$ cat config.mk
export PLATFORM = sky130hd
export DESIGN_NAME = and15_serial
export DESIGN_NICKNAME = d
export VERILOG_FILES = /design/src/rtl/and15_serial_pkg.sv /design/src/rtl/and15_serial_and1.sv /design/src/rtl/and15_serial.sv
export SDC_FILE = /design/constraint.sdc
export NUM_CORES = 1
export LEC_CHECK = 0
export ABC_AREA = 1
export ABC_CLOCK_PERIOD_IN_PS = 2450
export BUFFER_PORTS_ARGS = -buffer_cell sky130_fd_sc_hd__buf_2
export CAP_MARGIN = 20
export CORE_ASPECT_RATIO = 0.75
export CORE_MARGIN = 2
export CORE_UTILIZATION = 58
export DETAILED_ROUTE_END_ITERATION = 7
export PLACE_DENSITY = 0.87
export SLEW_MARGIN = 20
export SYNTH_ARGS = -nofsm -noshare
export SYNTH_HDL_FRONTEND = slang
export SYNTH_HIERARCHICAL = 1
export SYNTH_SLANG_ARGS = --single-unit
export TNS_END_PERCENT = 5
$ cat constraint.sdc
create_clock -name clock -period 2.45 [get_ports clock]
set_clock_uncertainty 0.1 [all_clocks]
set_input_delay 0.1225 -clock clock [delete_from_list [all_inputs] [get_ports clock]]
set_output_delay 0.1225 -clock clock [all_outputs]
set_load 0.01 [all_outputs]
$ cat src/rtl/and15_serial_pkg.sv
// Shared definitions for the serial ALU blocks: datapath width, counter width, FSM encodings.
// Latency: n/a (constants and types only).
// Backpressure: n/a.
`ifndef AND15_SERIAL_PKG_SV
`define AND15_SERIAL_PKG_SV
package and15_serial_pkg;

  localparam int DATA_W = 15;
  localparam int CNT_W  = 4;

  // Index of the last bit processed in SHIFT; reaching it ends the operation.
  localparam logic [CNT_W-1:0] LAST_BIT = CNT_W'(DATA_W - 1);

  typedef enum logic [1:0] {
    IDLE  = 2'd0,
    SHIFT = 2'd1,
    DONE  = 2'd2
  } state_t;

endpackage
`endif

$ cat src/rtl/and15_serial_and1.sv
// Single-bit And gate used as the per-bit operator of the serial ALU.
// Latency: combinational.
// Backpressure: none.
module and15_serial_and1 (
  input  logic x,
  input  logic y,
  output logic z
);

  assign z = x & y;

endmodule

$ cat src/rtl/and15_serial.sv
// Bit-serial 15-bit bitwise And, LSB first, one bit per clock through a single 1-bit And.
// Latency: out_valid rises 15 clocks after the accept edge.
// Backpressure: result held in DONE until out_ready; in_ready low while SHIFT/DONE.
module and15_serial
  import and15_serial_pkg::*;
(
  input  logic              clock,
  input  logic              reset_n,
  input  logic              in_valid,
  output logic              in_ready,
  input  logic [DATA_W-1:0] a,
  input  logic [DATA_W-1:0] b,
  output logic              out_valid,
  input  logic              out_ready,
  output logic [DATA_W-1:0] out,
  output logic              busy
);

  state_t              state;
  logic [CNT_W-1:0]    cnt;
  logic [DATA_W-1:0]   opa;
  logic [DATA_W-1:0]   opb;
  logic [DATA_W-1:0]   res;
  logic                bit_and;

  // The only arithmetic in the block: the current LSBs of the operand shifters.
  and15_serial_and1 u_and1 (
    .x (opa[0]),
    .y (opb[0]),
    .z (bit_and)
  );

  // Control FSM plus the operand/result shifters and bit counter.
  always_ff @(posedge clock or negedge reset_n) begin
    if (!reset_n) begin
      state <= IDLE;
      cnt   <= '0;
      opa   <= '0;
      opb   <= '0;
      res   <= '0;
    end else begin
      case (state)
        IDLE: begin
          if (in_valid) begin
            opa   <= a;
            opb   <= b;
            cnt   <= '0;
            res   <= '0;
            state <= SHIFT;
          end
        end
        SHIFT: begin
          // New bit enters at the top so after 15 shifts bit 0 lands at res[0].
          res <= {bit_and, res[DATA_W-1:1]};
          opa <= opa >> 1;
          opb <= opb >> 1;
          // Counter stops at the last index rather than wrapping.
          if (cnt == LAST_BIT) begin
            state <= DONE;
          end else begin
            cnt <= cnt + 1'b1;
          end
        end
        DONE: begin
          if (out_ready) begin
            state <= IDLE;
          end
        end
        default: begin
          state <= IDLE;
        end
      endcase
    end
  end

  // Handshake and status flags are pure decodes of the state register.
  assign in_ready  = (state == IDLE);
  assign out_valid = (state == DONE);
  assign busy      = (state != IDLE);
  assign out       = res;

endmodule
# Yosys cells after proc, flatten, opt, wreduce, memory -nomap -nowiden
# Cells that the tools add are included.
# word_totals
reg_bits,51
latchBits,0
mem_bits_rw,0
romBits,0
out_inout_bits,18
word_cells,33
n_memories,0
# classes
n_addsub,1
multipliers,0
div_mod_pow,0
order_cmp,0
n_eq_ne,7
shift,0
mux,13
n_bitwise,1
n_reduce_logical,6
# ops
operator,n
15-bit one-hot mux with 2 select lines,3
15-bit 2-to-1 mux,3
4-bit 2-to-1 mux,2
4-bit one-hot mux with 2 select lines,1
2-bit 2-to-1 mux,3
2-bit inequality test (second input constant),3
2-bit one-hot mux with 3 select lines,1
3-bit AND reduction,2
4-bit by 1-bit adder with 4-bit output (second input constant),1
4-bit == test (second input constant),1
2-bit nonzero test,2
2-bit by 1-bit == test with 1-bit output (second input constant),1
2-bit == test (second input constant),1
2-bit logical NOT,1
2-bit by 1-bit inequality test with 1-bit output (second input constant),1
2-bit AND reduction,1
1-bit AND,1

# Depth between registers and ports, before layout
# logic_depth
depth_word,3
ltp_mapped,7
mapped_depth_nobuf,7

# Modules after synthesis
# Netlist, hierarchy kept.
# by_module_without_submodules
mod,instances,cells_each,area_per_inst_um2,seq_area_each_um2
and15_serial,1,315,2398.6,1276.2
and15_serial_and1,1,2,7.5,0.0

# Least setup slack after synthesis
# OpenSTA, ideal clock, no wires.
# synth_timing
path_kind,register to register
startpoint,register state[0]
endpoint,register cnt[0]
setup_time_ps,117
arrival_ps,1033
required_time_ps,2233
path_slack_ps,1200
path_stages_with_launch,5
n_path_buf,0
synth_period_minus_slack_ps,1250
cell_sequence,dfrtp_1 > nor2_1 > nand2_2 > nand3_1 > nand2_1
# synth_between
elab_chain_cells,3
# synth_lines
item,line_no,text
"start, declared",and15_serial.sv:19,state_t state;
"start signal, assigned",and15_serial.sv:36,state <= IDLE;
"start signal, assigned",and15_serial.sv:49,state <= SHIFT;
"start signal, assigned",and15_serial.sv:59,state <= DONE;
2-bit logical NOT *,--,
net in_ready,and15_serial.sv:10,"output logic in_ready,"
2-bit inequality test (no line) / 2-bit nonzero test (equally long branches),--,
3-bit AND reduction (no line),--,
"end signal, assigned",and15_serial.sv:61,cnt <= cnt + 1'b1;
"end, declared",and15_serial.sv:20,logic [CNT_W-1:0] cnt;
# The timed path passes the listed nets; every way through them passes the cells marked *.
# A chain may end at the register's enable or synchronous reset.

# Worst setup path after layout
# layout_timing
startpoint,register state[0]
endpoint,register opa[12]
# layout_between
elab_chain_cells,3
# layout_lines
item,line_no,text
2-bit by 1-bit == test with 1-bit output / 2-bit logical NOT (equally long branches),and15_serial.sv:42,case (state)
2-bit nonzero test (no line) / 2-bit inequality test (equally long branches),--,
2-bit AND reduction (no line),--,
"end signal, assigned",and15_serial.sv:55,opa <= opa >> 1;
"end, declared",and15_serial.sv:21,logic [DATA_W-1:0] opa;
# Several ways; a longest one is shown, not always the timed one.

==> run_results.csv <==
group,metric,value,unit
floorplanning,die_area,4685,um^2
worst_setup_path,critPathKind,"reg2reg",
worst_setup_path,setup.worst_path.end_class,"flip-flop",
route,drcViolationCount,0,
global_routing,grt_pass1_wl,8.604,mm
power,power.total,3.261,mW
finish,nets,406,
route,vias,2132,
sta,period_minus_slack,1638,ps
cts,clk_latency,300,ps
floorplanning,io_pins,52,
route,ant_nets,0,
global_routing,grt_max_degree,46,
cts,cts_htree_levels,2,
worst_setup_path,path_buf_inv,2,
cts,numCtsBuffers,5,
worst_setup_path,path_max_fanout,20,
synthesis,syn-instance-count,317,
placed_design,dp_hpwl,3.384,mm
cts,cts_setup_buffers,0,
synthesis,ys_ff_latch,51,
sta,rsz0062_at_grt,"no",
sta,max-slew-margin-rel,0.4029,
route,wl_per_cell,11.76,um
sta,fin_tns_setup,0,ps
worst_hold_path,worstHoldPathType,"in2reg",
worst_setup_path,slowest_stage,"dfrtp_1",
worst_setup_path,path_delay_family,"simple AND/OR/NAND/NOR gates",
placed_design,io_buffers,51,
synthesis,syn_area,2406,um^2
worst_setup_path,crit_top_cell,"nand2_1",
cts,cts.reportedPaths.clkPinSlew,90,ps
cts,clk_path_buf_depth,2,
finish,antennaDiodeCount,0,
finish,drive_gt1_frac,0.1941,
finish,final_area,2801,um^2
sta,whs,7.237,ps
cts,cts_tree,"done",
floorplanning,core,4029,um^2
flow_run,cap_viol_max_count,0,
worst_setup_path,cp_cell_sequence,"inv_2 > nor2_2 > buf_4 > nand2_1 > nand2_1 > nand2_1 > nand2_1",
power,ir_worst_vdd,746.5,uV
synthesis,ys_types,17,
sta,maxSlewViolCount,0,
sta,worstMarginPinSlew,895.6,ps
worst_setup_path,crit_arrival,1780,ps
floorplanning,placementRows,20,
synthesis,syn_avg_cell_area,7.590,um^2
finish,fin_util,0.6953,
finish,area_growth,16.43,%
route,first_pass_iters,4,
global_routing,antenna_found_initial,0,
synthesis,seq_area_frac_synth,0.5304,
synthesis,synth_nets,353,
route,drtIter0Drc,125,
synthesis,yosys.area.top_type,"dfrtp_1",
global_routing,grt.total_usage,0.2344,
global_routing,grt_pass1_vias,2038,
synthesis,yosysWarnings,6,
cts,clock-root-buffer,"clkbuf_8",
worst_setup_path,crit_path_max_incr_delay,440,ps
floorplanning,die_w,78.37,um
power,p_per_area,1164,nW/um^2
sta,finalSetupViolCount,0,
worst_setup_path,worstSetupStartpointType,"flip-flop",
route,avgViaCountPerCell,5.005,
synthesis,synthTopCellsByArea,"dfrtp_1, nand2_1, o22ai_1, inv_1, buf_2",
placed_design,placed_cell_area,2676,um^2
sta,fmax,610.5,MHz
sta,fin_crit_sh,0.6685,
power,power_leakage,1.649,nW
worst_setup_path,crit_required,2600,ps
cts,cts_sinks,51,
global_routing,grt_overflow_total,0,
floorplanning,initial_core_util,0.5972,
outcome,status,"completed",
placed_design,place.gp.congestion,0.8479,
synthesis,synth_top_area_share,0.5304,
floorplanning,die_h,59.78,um
cts,cts_resized,0,
route,wirelength,5.010,mm
sta,final_hold_viol_count,0,
[path summary, 6_finish.rpt]
kind	endpoint	start	slack [ps]	cells past startpoint
setup / recovery	opa[12]$_DFFE_PN0P_	state[0]$_DFFE_PN0P_	810	7
hold / removal	opa[6]$_DFFE_PN0P_	a[6]	7	5
setup reg to reg	opa[12]$_DFFE_PN0P_	state[0]$_DFFE_PN0P_	810	7
hold reg to reg	opa[0]$_DFFE_PN0P_	opa[0]$_DFFE_PN0P_	390	2
max in group asynchronous	opb[8]$_DFFE_PN0P_	reset_n	1230	3
min in group asynchronous	out[0]$_DFFE_PN0P_	reset_n	380	2
[stage by stage]
stage	setup WS (ps)	instances
6_report	812.1	426
4_1_cts	823.0	426
3_3_place_gp	893.9	414
2_1_floorplan	1200	317
5_1_grt	702.5	426
3_5_place_dp	830.0	414
[layout by cell type, fill, tap and decap left out]
cell / n
buf_2: 51
clkinv_2: 1
nand2_1: 190
clkbuf_8: 5
dlygate4sd3_1: 4
nor2_1: 3
inv_2: 3
nand2_2: 3
clkbuf_1: 1
nor2_2: 1
inv_1: 22
o22ai_1: 14
buf_4: 5
o21ai_0: 2
clkinvlp_4: 1
clkinv_1: 1
nand3_1: 8
ha_1: 2
nand2_4: 2
dfrtp_1: 51
nand4_1: 1
[flip-flops by register name, summed over array words and instances, names as in the netlist]
signal,count
opa,15
cnt,4
opb,15
state,2
out,15
[layer usage]
| metal | global-route usage | routed length [um] | vias up |
|---|---|---|---|
| met2 | 0.4212 | 2411 | 66 |
| met4 | 0.06767 | 82 | 0 |
| met3 | 0.04985 | 304 | 11 |
| met1 | 0.2928 | 2211 | 994 |
| met5 | 0 | 0 | - |
| li1 | - | - | 1061 |
[repair_timing]
item | 4_1_cts | 5_1_grt
endpoints found under the hold margin | 43 | 0
hold buffers | 4 | 0
endpoints found under the setup margin | 0 | 0
[kinds of logic (layout without fill, tap and decap cells)]
logic type	Yosys count	in the layout	share of synthesized area
compound gates	16	16	0.04056
fa+ha+maj	2	2	0.01040
buf+inv	40	94	0.07852
flops	51	51	0.5304
simple gates	208	208	0.3401
[cells in the mapped netlist]
cell and count:
clkinv_1 1, buf_4 1, o22ai_1 14, nand3_1 8, nor2_1 3, buf_6 3
nor2_2 1, inv_2 3, nand2_4 2, nand4_1 1, ha_1 2, dfrtp_1 51
o21ai_0 2, nand2_2 3, nand2_1 190, buf_2 10, inv_1 22
[report_power, final]
group,total [mW],internal [mW],leakage [nW],switching (mW)
logic,1.41,0.494,0.944,0.918
registers,1.38,1.18,0.664,0.200
clock network,0.474,0.200,0.0412,0.273
[tightest hold or removal path, stage by stage]
cell     delay, ps
buf_2           70
nand2_1         40
nand2_1         50
nand2_1         40
nand2_1         50
[area by class of cell]
class | instances | area [um^2]
sequential | 51 | 1276
clock buffer | 6 | 72.57
timing repair buffer | 60 | 332.8
clock inverter | 2 | 12.51
tap | 55 | 68.82
multi-input combinational | 226 | 940.9
fill | 327 | 1227
inverter | 26 | 97.59
Power figures use the tool's default switching activity.
